[src/rtl/sram_wb_slave.sv]
`default_nettype none
// +----------------------------------------------------------------------------+
// | Module   : sram_wb_slave                                                   |
// | Purpose  : Wishbone classic slave driving one 32-bit asynchronous SRAM     |
// |            bank with programmable read / write wait states.                |
// | Options  : SRAM_ADDR_CHECK_EN - reject accesses outside BASE_ADDR bank.    |
// | Revision : 1.0 - initial release                                           |
// +----------------------------------------------------------------------------+
module sram_wb_slave #(
    parameter int                    ADDR_WIDTH      = 32,
    parameter int                    DATA_WIDTH      = 32,
    parameter int                    SRAM_ADDR_WIDTH = 20,
    parameter int                    SRAM_DATA_WIDTH = 32,
    parameter int                    READ_WAIT       = 1,
    parameter int                    WRITE_WAIT      = 1,
    parameter logic [ADDR_WIDTH-1:0] BASE_ADDR       = 32'h8000_0000
) (
    input  logic                         clk_i,
    input  logic                         rst_i,
    input  logic                         wb_cyc_i,
    input  logic                         wb_stb_i,
    input  logic                         wb_we_i,
    input  logic [ADDR_WIDTH-1:0]        wb_adr_i,
    input  logic [DATA_WIDTH-1:0]        wb_dat_i,
    input  logic [DATA_WIDTH/8-1:0]      wb_sel_i,
    output logic [DATA_WIDTH-1:0]        wb_dat_o,
    output logic                         wb_ack_o,
    output logic                         wb_err_o,
    output logic [SRAM_ADDR_WIDTH-1:0]   sram_addr_o,
    output logic [SRAM_DATA_WIDTH-1:0]   sram_data_o,
    input  logic [SRAM_DATA_WIDTH-1:0]   sram_data_i,
    output logic                         sram_data_oe_o,
    output logic                         sram_ce_n_o,
    output logic                         sram_oe_n_o,
    output logic                         sram_we_n_o,
    output logic [SRAM_DATA_WIDTH/8-1:0] sram_be_n_o
);

    typedef enum logic [2:0] {
        S_IDLE     = 3'd0,
        S_RD       = 3'd1,
        S_WR_SETUP = 3'd2,
        S_WR_PULSE = 3'd3,
        S_WR_HOLD  = 3'd4,
        S_DONE     = 3'd5
    } state_t;

    state_t                         state_q,   state_d;
    logic [3:0]                     wait_q,    wait_d;
    logic                           ack_q,     ack_d;
    logic                           err_q,     err_d;
    logic [DATA_WIDTH-1:0]          rdata_q,   rdata_d;
    logic [SRAM_ADDR_WIDTH-1:0]     addr_q,    addr_d;
    logic [SRAM_DATA_WIDTH-1:0]     wdata_q,   wdata_d;
    logic [SRAM_DATA_WIDTH/8-1:0]   be_n_q,    be_n_d;
    logic                           ce_n_q,    ce_n_d;
    logic                           oe_n_q,    oe_n_d;
    logic                           we_n_q,    we_n_d;
    logic                           data_oe_q, data_oe_d;

    logic                           req;
    assign req = wb_cyc_i & wb_stb_i;

`ifdef SRAM_ADDR_CHECK_EN
    logic bank_miss;
    assign bank_miss = wb_adr_i[ADDR_WIDTH-1:SRAM_ADDR_WIDTH+2]
                    != BASE_ADDR[ADDR_WIDTH-1:SRAM_ADDR_WIDTH+2];
    logic unused_bits;
    assign unused_bits = ^{wb_adr_i[1:0], BASE_ADDR[SRAM_ADDR_WIDTH+1:0]};
`else
    // Upper address bits are ignored so the bank aliases across the map.
    logic unused_bits;
    assign unused_bits = ^{wb_adr_i[ADDR_WIDTH-1:SRAM_ADDR_WIDTH+2], wb_adr_i[1:0], BASE_ADDR};
`endif

    always_comb begin
        state_d   = state_q;
        wait_d    = wait_q;
        ack_d     = ack_q;
        err_d     = err_q;
        rdata_d   = rdata_q;
        addr_d    = addr_q;
        wdata_d   = wdata_q;
        be_n_d    = be_n_q;
        ce_n_d    = ce_n_q;
        oe_n_d    = oe_n_q;
        we_n_d    = we_n_q;
        data_oe_d = data_oe_q;

        case (state_q)
            S_IDLE: begin
                if (req && !ack_q) begin
                    addr_d  = wb_adr_i[SRAM_ADDR_WIDTH+1:2];
                    be_n_d  = ~wb_sel_i;
                    wdata_d = wb_dat_i;
`ifdef SRAM_ADDR_CHECK_EN
                    if (bank_miss) begin
                        err_d   = 1'b1;
                        state_d = S_DONE;
                    end else
`endif
                    if (wb_sel_i == '0) begin
                        ack_d   = 1'b1;
                        state_d = S_DONE;
                    end else if (wb_we_i) begin
                        ce_n_d    = 1'b0;
                        we_n_d    = 1'b1;
                        data_oe_d = 1'b1;
                        state_d   = S_WR_SETUP;
                    end else begin
                        ce_n_d    = 1'b0;
                        oe_n_d    = 1'b0;
                        data_oe_d = 1'b0;
                        wait_d    = 4'(READ_WAIT);
                        state_d   = S_RD;
                    end
                end
            end
            S_RD: begin
                if (wait_q == 4'd0) begin
                    rdata_d = sram_data_i;
                    ce_n_d  = 1'b1;
                    oe_n_d  = 1'b1;
                    ack_d   = req;
                    state_d = S_DONE;
                end else begin
                    wait_d = wait_q - 4'd1;
                end
            end
            S_WR_SETUP: begin
                we_n_d  = 1'b0;
                wait_d  = 4'(WRITE_WAIT);
                state_d = S_WR_PULSE;
            end
            S_WR_PULSE: begin
                // Ack rides on the hold cycle; strobes release on the way back to idle.
                if (wait_q == 4'd0) begin
                    we_n_d  = 1'b1;
                    ack_d   = req;
                    state_d = S_WR_HOLD;
                end else begin
                    wait_d = wait_q - 4'd1;
                end
            end
            S_WR_HOLD: begin
                ack_d     = 1'b0;
                ce_n_d    = 1'b1;
                data_oe_d = 1'b0;
                state_d   = S_IDLE;
            end
            S_DONE: begin
                ack_d   = 1'b0;
                err_d   = 1'b0;
                state_d = S_IDLE;
            end
            default: begin
                state_d = S_IDLE;
            end
        endcase
    end

    always_ff @(posedge clk_i or posedge rst_i) begin
        if (rst_i) begin
            state_q   <= S_IDLE;
            wait_q    <= 4'd0;
            ack_q     <= 1'b0;
            err_q     <= 1'b0;
            rdata_q   <= '0;
            addr_q    <= '0;
            wdata_q   <= '0;
            be_n_q    <= '1;
            ce_n_q    <= 1'b1;
            oe_n_q    <= 1'b1;
            we_n_q    <= 1'b1;
            data_oe_q <= 1'b0;
        end else begin
            state_q   <= state_d;
            wait_q    <= wait_d;
            ack_q     <= ack_d;
            err_q     <= err_d;
            rdata_q   <= rdata_d;
            addr_q    <= addr_d;
            wdata_q   <= wdata_d;
            be_n_q    <= be_n_d;
            ce_n_q    <= ce_n_d;
            oe_n_q    <= oe_n_d;
            we_n_q    <= we_n_d;
            data_oe_q <= data_oe_d;
        end
    end

    assign wb_dat_o       = rdata_q;
    assign wb_ack_o       = ack_q;
    assign wb_err_o       = err_q;
    assign sram_addr_o    = addr_q;
    assign sram_data_o    = wdata_q;
    assign sram_data_oe_o = data_oe_q;
    assign sram_ce_n_o    = ce_n_q;
    assign sram_oe_n_o    = oe_n_q;
    assign sram_we_n_o    = we_n_q;
    assign sram_be_n_o    = be_n_q;

endmodule
`default_nettype wire
[config.mk]
export PLATFORM = sky130hd
export DESIGN_NAME = sram_wb_slave
export DESIGN_NICKNAME = d
export VERILOG_FILES = /design/src/rtl/sram_wb_slave.sv
export SDC_FILE = /design/constraint.sdc
export NUM_CORES = 1
export LEC_CHECK = 0
export CAP_MARGIN = 40
export CORE_UTILIZATION = 44
export CTS_CLUSTER_DIAMETER = 150
export DETAILED_ROUTE_END_ITERATION = 7
export GPL_ROUTABILITY_DRIVEN = 0
export PLACE_DENSITY_LB_ADDON = 0.1
export RECOVER_POWER = 50
export SLEW_MARGIN = 10
export SYNTH_ARGS = -nofsm -noshare
export SYNTH_HDL_FRONTEND = slang
export SYNTH_SLANG_ARGS = --single-unit
[constraint.sdc]
create_clock -name clk_i -period 6.71 [get_ports clk_i]
set_input_delay 1.342 -clock clk_i [delete_from_list [all_inputs] [get_ports clk_i]]
set_output_delay 1.342 -clock clk_i [all_outputs]
set_load 0.1 [all_outputs]
==> metrics.txt, run 1 <==
cells after synthesis 267; Port Buf Inserts 185; CP arrival 3.86 ns; Die X 99.7 µm; Final HPWL DP 9.89 mm; Worst setup EP type async pin; failing checks max-capacitance violations, max-slew violations; CTS tree done; R2R Path End wb_dat_o[15]; hold path start sram_be_n_o[3]; H-tree Lvls 3; initial DRC count 89; Crit Path Max Fanout 55; Worst-Skew Late Latency 0.37 ns; startpoint types primary input; Total Nets Final 653; Slowest Stage Delay on Critical Path 1.16 ns; largest delay contributor family on the critical path buffers and inverters; hold_buf cts 0; R2R Setup Slk 3.64 ns; final hold violation count 0; outcome finished, violations left; CP Buf/Inv Count 3; Die Height 99.7 µm; post-synthesis compound-gate area fraction 4.38%; Setup Viol. Count Final 0; Max Freq 291 MHz; Die Area 0.00994 mm²; Synth Area in XOR/XNOR 0.208%; most frequent cells in the layout clkdlybuf4s50_1, dfrtp_1, buf_8, mux2_4, mux2_2; routed wire length 13.0 mm; synthesized flop and latch total 100; row count 35; path depth of the worst reg2reg path 7; drc violations 0; Pre-antenna DRT Iters 4; sequential share of the synthesized area 59.8%; share of layout cells above drive strength 1 35.6%; Mapped Avg Cell Area 15.7 µm²; Max-Cap Viols 2; Slew headroom -35.1%; Routed wire per std cell 19.2 µm; first-pass GRT wire length 20.4 mm; Finished Layout Cells 680; area grow syn2layout 91.3%; # IOs 199; Worst Tran Pin Value 2.02 ns; global-route congestion overflow total 0; DRT antenna net count 0; Tcrit/Tclk final 51.1%; post-CTS setup buffers 0; unrepaired setup endpoints after global routing no; Hold/Removal Path Class flip-flop to flip-flop; setup TNS 0 ns; Storage cell area 0.00251 mm²; multi-input logic area 0.00149 mm²; mux cell area share after synthesis 27.1%; Final min period 3.43 ns; Post-Syn Area 0.00420 mm²; largest net degree at the start of global routing 56; vias in the first global route 3661; most common cell after layout, fill and taps aside clkdlybuf4s50_1; PostCTS Resize Cnt 0; main combinational cell family by area after synthesis multiplexers; adder-cell area share of the yosys netlist 0.596%; R2R Path Start wait_q[0]; Overall Global Routing Usage 27.8%; core area 0.00924 mm²; count of cell types in the netlist 37; number of diodes 0; Fin Clk Skew 0.0128 ns; Synth warnings 0; WP data required 7.14 ns; slowest cell on the critical path clkinvlp_2; placed insts 664; clock tree buffer depth 2; Simple-Gate Fraction of Synth Area 3.96%; Reg clk slew, reported paths 0.09 ns; Syn Nets 374; hold endpoint sram_be_n_o[3]; main flop type after synthesis dfrtp_1; Post-synth ARST share 100%; initial antenna violation count 0; # clock sinks 100; vias per cell 4.85; fillers 421; DR vias 3298; EDFF count, synth 0; CP Cell Sequence dlygate4sd3_1 -> clkinvlp_2 -> buf_4; hold depth 2; WS Path Type primary input to async pin; Initial Util 45.5%; Final Max Slew Viols 81; clock root cell clkbuf_8; CTS buffer count 9
## tightest hold or removal path, delay by kind of cell, from the launching register on
kind	cells	cell delay [ns]
DFF	1	0.38
AOI/OAI and AO/OA	1	0.07
and+or+nand+nor	1	0.04
## worst max-delay path by stage
stage / from / end / slack [ns] / depth (start not counted)
final: rst_i / sram_addr_o[3] / 3.28 / 3
after global routing: rst_i / sram_addr_o[3] / 2.82 / 3
after CTS: sram_be_n_o[1] / sram_be_n_o[1] / 3.66 / 2
after detailed placement: wb_cyc_i / sram_data_o[31] / 3.38 / 5
after global placement: wb_cyc_i / sram_addr_o[0] / 3.32 / 4
after floorplan: rst_i / sram_addr_o[0] / 2.76 / 1
## stage by stage
step / hold WS (ns) / setup WS [ns] / utilization, % / area, µm²
6_report: 0.487 / 3.28 / 87.0 / 8040
5_1_grt: 0.523 / 2.82 / 87.0 / 8040
2_1_floorplan: 0.461 / 2.76 / - / 4200
3_5_place_dp: 0.477 / 3.38 / 85.0 / 7860
4_1_cts: 0.492 / 3.66 / 87.5 / 8080
3_3_place_gp: 0.470 / 3.32 / 65.9 / 6090
## metal layers
layer	GRT usage [%]	vias up	wire length (µm)
met3	8.29	17	829
met5	0	-	0
li1	-	1501	-
met4	7.69	0	248
met1	31.2	1647	4820
met2	51.1	133	7150
## cell type report
type	instances	share of cell area, %
multi-input cells	148	18.5
flip-flops and latches	100	31.2
well taps	129	2.01
clock buffers	9	1.54
clock inverters	7	1.31
repair buffers	282	45.1
inverters	5	0.249
## Yosys cell counts (2+ instances only)
cell,number,area (µm²)
dfstp_2,7,184
a22o_1,2,17.5
buf_12,5,100
mux2_4,48,721
inv_1,5,18.8
a311oi_1,2,17.5
nand2_1,12,45.0
dfrtp_1,93,2330
clkbuf_1,6,22.5
nor3b_1,2,15.0
nor4_1,2,12.5
ha_1,2,25.0
a21o_1,2,15.0
a21oi_1,3,15.0
a32oi_1,2,17.5
nor2_1,5,18.8
o21ai_0,8,40.0
mux2_2,37,417
o31ai_1,4,30.0
nand3_1,3,15.0
## cells by family after synthesis
group	count (synthesis)
XOR/XNOR	1
multiplexers	85
other	1
buffers and inverters	19
flip-flops	100
AND/OR/NAND/NOR	32
AO/OA/AOI/OAI	27
adder cells (fa/ha/maj)	2
## state kept, by name (all words and copies together) (netlist names)
name / cells
sram_be_n_o: 4
sram_addr_o: 20
state_q: 3
wb_ack_o: 1
sram_ce_n_o: 1
sram_oe_n_o: 1
wait_q: 4
sram_data_oe_o: 1
sram_data_o: 32
wb_dat_o: 32
sram_we_n_o: 1
Power of run 1 is not shown: default switching activity piles up to over one toggle a cycle in this logic, so the estimate is an artifact.
==> run 2, diff against run 1 <==
Settings changed: CORE_UTILIZATION 44 to 37.
Clock period 6.71 ns to 3.1 ns, I/O delays scaled along.
==> run 2 against run 1 <==
  * The run now ends clean
  * Wire length shrank 27%
  * Die area rose by 19%
  * Clock skew shrank 0.0064 ns
  * Design area shrank 25%
  * Utilization decreased by 32 points
  * Non-clock buffer count fell by 92
  * Clock-buffer cell count grew 2
  * Critical endpoint is now sram_data_o[9]
==> metrics.txt, run 2 (synthesis results as in run 1) <==
CP Cell Sequence clkdlybuf4s50_1 -> nand2_1 -> or4_4 -> buf_12 -> mux2_4; Setup Viol. Count Final 0 (unchanged); setup TNS 0 ns (unchanged); WP data required 3.33 ns (-3.81 ns); largest net degree at the start of global routing 85 (+52%); Max Freq 436 MHz; Routed wire per std cell 16.0 µm (-17%); Worst setup EP type flip-flop; area grow syn2layout 43.4%; Crit Path Max Fanout 45 (-18%); row count 38 (+8.6%); PostCTS Resize Cnt 0 (unchanged); DR vias 2846 (-14%); CTS buffer count 9 (unchanged); Hold/Removal Path Class flip-flop to flip-flop; slowest cell on the critical path or4_4; most common cell after layout, fill and taps aside dfrtp_1; Die Area 0.0118 mm² (+19%); first-pass GRT wire length 14.6 mm (-28%); Fin Clk Skew 0.00637 ns (-0.00639 ns); Final min period 2.29 ns; H-tree Lvls 3 (unchanged); vias in the first global route 2907 (-21%); Initial Util 38.4% (-7.0 points); Overall Global Routing Usage 16.4% (-11 points); # clock sinks 100 (unchanged); initial DRC count 92 (+3.4%); global-route congestion overflow total 0 (unchanged); CP arrival 2.52 ns (-1.34 ns); vias per cell 4.75 (-2.0%); share of layout cells above drive strength 1 35.3% (-0.28 points); unrepaired setup endpoints after global routing no; Worst Tran Pin Value 1.23 ns (-0.784 ns); Die X 109 µm (+8.9%); outcome completed; Final Max Slew Viols 0 (-100%); clock root cell clkbuf_16; Total Nets Final 561 (-14%); final hold violation count 0 (unchanged); Tcrit/Tclk final 74.0%; fillers 933 (+120%); Pre-antenna DRT Iters 4 (unchanged); Slowest Stage Delay on Critical Path 0.63 ns (-0.53 ns); largest delay contributor family on the critical path buffers and inverters; Finished Cell Area 0.00603 mm² (-25%); Max-Cap Viols 0 (-2); Port Buf Inserts 185 (unchanged); fin worst setup slack 0.807 ns (-2.47 ns); Setup Slack @ Placement 0.444 ns (-2.93 ns); number of diodes 0 (unchanged); hold_buf cts 0 (unchanged); # IOs 199 (unchanged); placed instance area 0.00592 mm² (-25%); initial antenna violation count 0 (unchanged); DRT antenna net count 0 (unchanged); Final HPWL DP 6.78 mm (-31%); CP Buf/Inv Count 2 (-1); Worst-Skew Late Latency 0.34 ns (-0.03 ns); drc violations 0 (unchanged); startpoint types primary input; CTS tree done; most frequent cells in the layout dfrtp_1, clkdlybuf4s50_1, buf_4, mux2_4, clkbuf_1; core area 0.0109 mm² (+18%); clock tree buffer depth 2 (unchanged); Die Height 109 µm (+8.9%); Slew headroom 18.2% (+53 points); hold_ws 0.485 ns (-0.00146 ns); post-CTS setup buffers 0 (unchanged); Reg clk slew, reported paths 0.07 ns (-0.02 ns); routed wire length 9.58 mm (-27%); WS Path Type primary input to flip-flop
## run 2: worst register-to-register path, stage by stage (launching register included)
cell and delay, ns:
dfrtp_1 0.46, or2_4 0.30, or4_4 0.69, buf_12 0.31
mux2_4 0.35
## run 2: area by class of cell
class | count | area, µm² | area share, %
sequential | 100 | 2510 | 41.7
multi-input combinational | 148 | 1530 | 25.3
timing repair buffer | 190 | 1510 | 25.0
clock buffer | 11 | 233 | 3.86
tap | 140 | 175 | 2.91
clock inverter | 5 | 52.6 | 0.872
inverter | 5 | 20.0 | 0.332
## run 2: path summary, 6_finish.rpt
check,end,slack [ns],from,cells past startpoint
max,sram_data_o[9],0.81,wb_cyc_i,5
min,sram_be_n_o[3],0.49,sram_be_n_o[3],2
max reg2reg,sram_data_o[9],0.89,state_q[1],4
min reg2reg,sram_be_n_o[3],0.49,sram_be_n_o[3],2
max in group asynchronous,sram_addr_o[12],1.39,rst_i,3
min in group asynchronous,sram_data_o[21],0.83,rst_i,2
## run 2: layer usage
layer,part of all wire [%],global-route usage [%],routed length [µm]
met5,0,0,0
met4,1.2,4.83,118
met3,9.3,6.99,888
met2,45,25.5,4310
met1,45,20.8,4270
## run 2: stage by stage
| stage | util [%] | std cells |
|---|---|---|
| 6_report | 55.1 | 599 |
| 5_1_grt | 55.1 | 599 |
| 4_1_cts | 56.7 | 599 |
| 3_5_place_dp | 54.1 | 583 |
| 3_3_place_gp | 54.1 | 583 |
| 2_1_floorplan | - | 267 |
Power of run 2 is left out for the same reason.
==> run 3, diff against run 2 <==
Clock period 3.1 ns to 2.09 ns, I/O delays scaled along.
==> run 3 against run 2 <==
  * Clock-buffer cell count increased by 4
  * Sequential share of layout area shrank 1.6 points
  * Global-route usage is essentially flat
  * Non-clock buffer count is 16 higher
  * Utilization rose by 2.3 points
  * Register-to-register slack worse by 0.68 ns
  * Die area unchanged
  * First-iteration DRC count fell by 22%
  * Via count rose by 1.5%
  * Critical path depth decreased by 1
==> metrics.txt, run 3 (synthesis results as in run 1) <==
core area 0.0109 mm² (unchanged); hold_buf cts 0 (unchanged); DRT antenna net count 0 (unchanged); CP arrival 2.10 ns (-0.42 ns); fin worst setup slack 0.213 ns (-0.594 ns); post-CTS setup buffers 0 (unchanged); Final HPWL DP 7.03 mm (+3.7%); Final min period 1.88 ns; Fin Clk Skew 0.00483 ns (-0.00155 ns); H-tree Lvls 3 (unchanged); DR vias 2890 (+1.5%); Worst Tran Pin Value 0.989 ns (-0.243 ns); Slowest Stage Delay on Critical Path 0.51 ns (-0.12 ns); share of layout cells above drive strength 1 46.7% (+11 points); initial DRC count 72 (-22%); initial antenna violation count 0 (unchanged); row count 38 (unchanged); Crit Path Max Fanout 39 (-13%); Max Freq 533 MHz; first-pass GRT wire length 14.4 mm (-1.4%); Max-Cap Viols 0 (unchanged); global-route congestion overflow total 0 (unchanged); WP data required 2.31 ns (-1.02 ns); Tcrit/Tclk final 89.8%; crit path capture sram_data_o[16]; final hold violation count 0 (unchanged); Storage cell area 0.00251 mm² (about the same); Hold/Removal Path Class flip-flop to flip-flop; WS Path Type flip-flop to flip-flop; Worst-Skew Late Latency 0.34 ns (about the same); fillers 949 (+1.7%); vias in the first global route 2773 (-4.6%); Routed wire per std cell 15.5 µm (-3.4%); number of diodes 0 (unchanged); hold path start sram_be_n_o[2]; clock tree buffer depth 2 (unchanged); Slew headroom 33.7% (+15 points); Die Height 109 µm (unchanged); R2R Path End sram_data_o[16]; slowest cell on the critical path or4_4; Total Nets Final 577 (+2.9%); Pre-antenna DRT Iters 4 (unchanged); most frequent cells in the layout dfrtp_1, clkdlybuf4s50_1, buf_4, mux2_4, clkbuf_2; Setup Viol. Count Final 0 (unchanged); PostCTS Resize Cnt 0 (unchanged); area grow syn2layout 49.4%; R2R Path Start state_q[1]; routed wire length 9.51 mm (-0.80%); Initial Util 38.4% (unchanged); path depth of the worst reg2reg path 4 (unchanged); Setup Slack @ Placement -0.0401 ns (-0.484 ns); origin of the worst setup path state_q[1]; Die X 109 µm (unchanged); CP Cell Sequence or2_4 -> or4_4 -> buf_12 -> mux2_4; clock root cell clkbuf_16; CTS tree done; R2R Setup Slk 0.21 ns (-0.68 ns); Die Area 0.0118 mm² (unchanged); Worst setup EP type flip-flop; # IOs 199 (unchanged); outcome completed; startpoint types flip-flop; Port Buf Inserts 185 (unchanged); # clock sinks 100 (unchanged); drc violations 0 (unchanged); vias per cell 4.70 (-1.1%); multi-input logic area 0.00153 mm² (unchanged); largest net degree at the start of global routing 40 (-53%); Final Max Slew Viols 0 (unchanged); Overall Global Routing Usage 16.4% (-0.045 points); Reg clk slew, reported paths 0.06 ns (about the same); setup TNS 0 ns (unchanged); CTS buffer count 9 (unchanged); unrepaired setup endpoints after global routing no; most common cell after layout, fill and taps aside dfrtp_1
## run 3: cell types whose count changed in the layout (fill, tap and decap cells not counted), sizes merged
cell / before / now
buf: 52 / 64
clkbuf: 57 / 65
clkinv: 3 / 1
bufinv: 1 / 0
clkinvlp: 2 / 1
## run 3: final cells by class
type                    instances  area share, %
flip-flops and latches        100           40.0
multi-input cells             148           24.3
well taps                     140           2.79
repair buffers                206           28.1
clock inverters                 1         0.0797
inverters                       5          0.319
clock buffers                  15           4.42
## run 3: worst min path at each step
| stage | cells after the start | to | slack, ns |
|---|---|---|---|
| final | 2 | sram_be_n_o[2] | 0.50 |
| after global placement | 1 | sram_addr_o[16] | 0.49 |
| after detailed placement | 2 | sram_oe_n_o | 0.49 |
| after floorplan | 1 | wait_q[2] | 0.46 |
| after global routing | 1 | sram_data_o[4] | 0.52 |
| after CTS | 2 | wait_q[1] | 0.50 |
## run 3: metrics by stage
stage | hold WS [ns] | utilization [%] | std cells | cell area (µm²)
2_1_floorplan | 0.461 | - | 267 | 4210
3_3_place_gp | 0.489 | 56.2 | 599 | 6150
3_5_place_dp | 0.486 | 56.2 | 599 | 6150
4_1_cts | 0.500 | 58.8 | 615 | 6430
5_1_grt | 0.523 | 57.4 | 615 | 6280
6_report | 0.496 | 57.4 | 615 | 6280
## run 3: layer usage
| layer | vias to the layer above | track usage, % | routed length (µm) |
|---|---|---|---|
| met5 | - | 0 | 0 |
| met4 | 0 | 7.43 | 139 |
| met3 | 10 | 6.27 | 894 |
| met2 | 119 | 23.3 | 4160 |
| met1 | 1406 | 22.0 | 4310 |
| li1 | 1355 | - | - |
## run 3: critical path, delay by kind of cell (launching register included)
family	cells	cell delay, ns
buf+inv	1	0.20
flops	1	0.39
mux	1	0.34
simple gates	2	0.78
Power of run 3 is left out for the same reason.
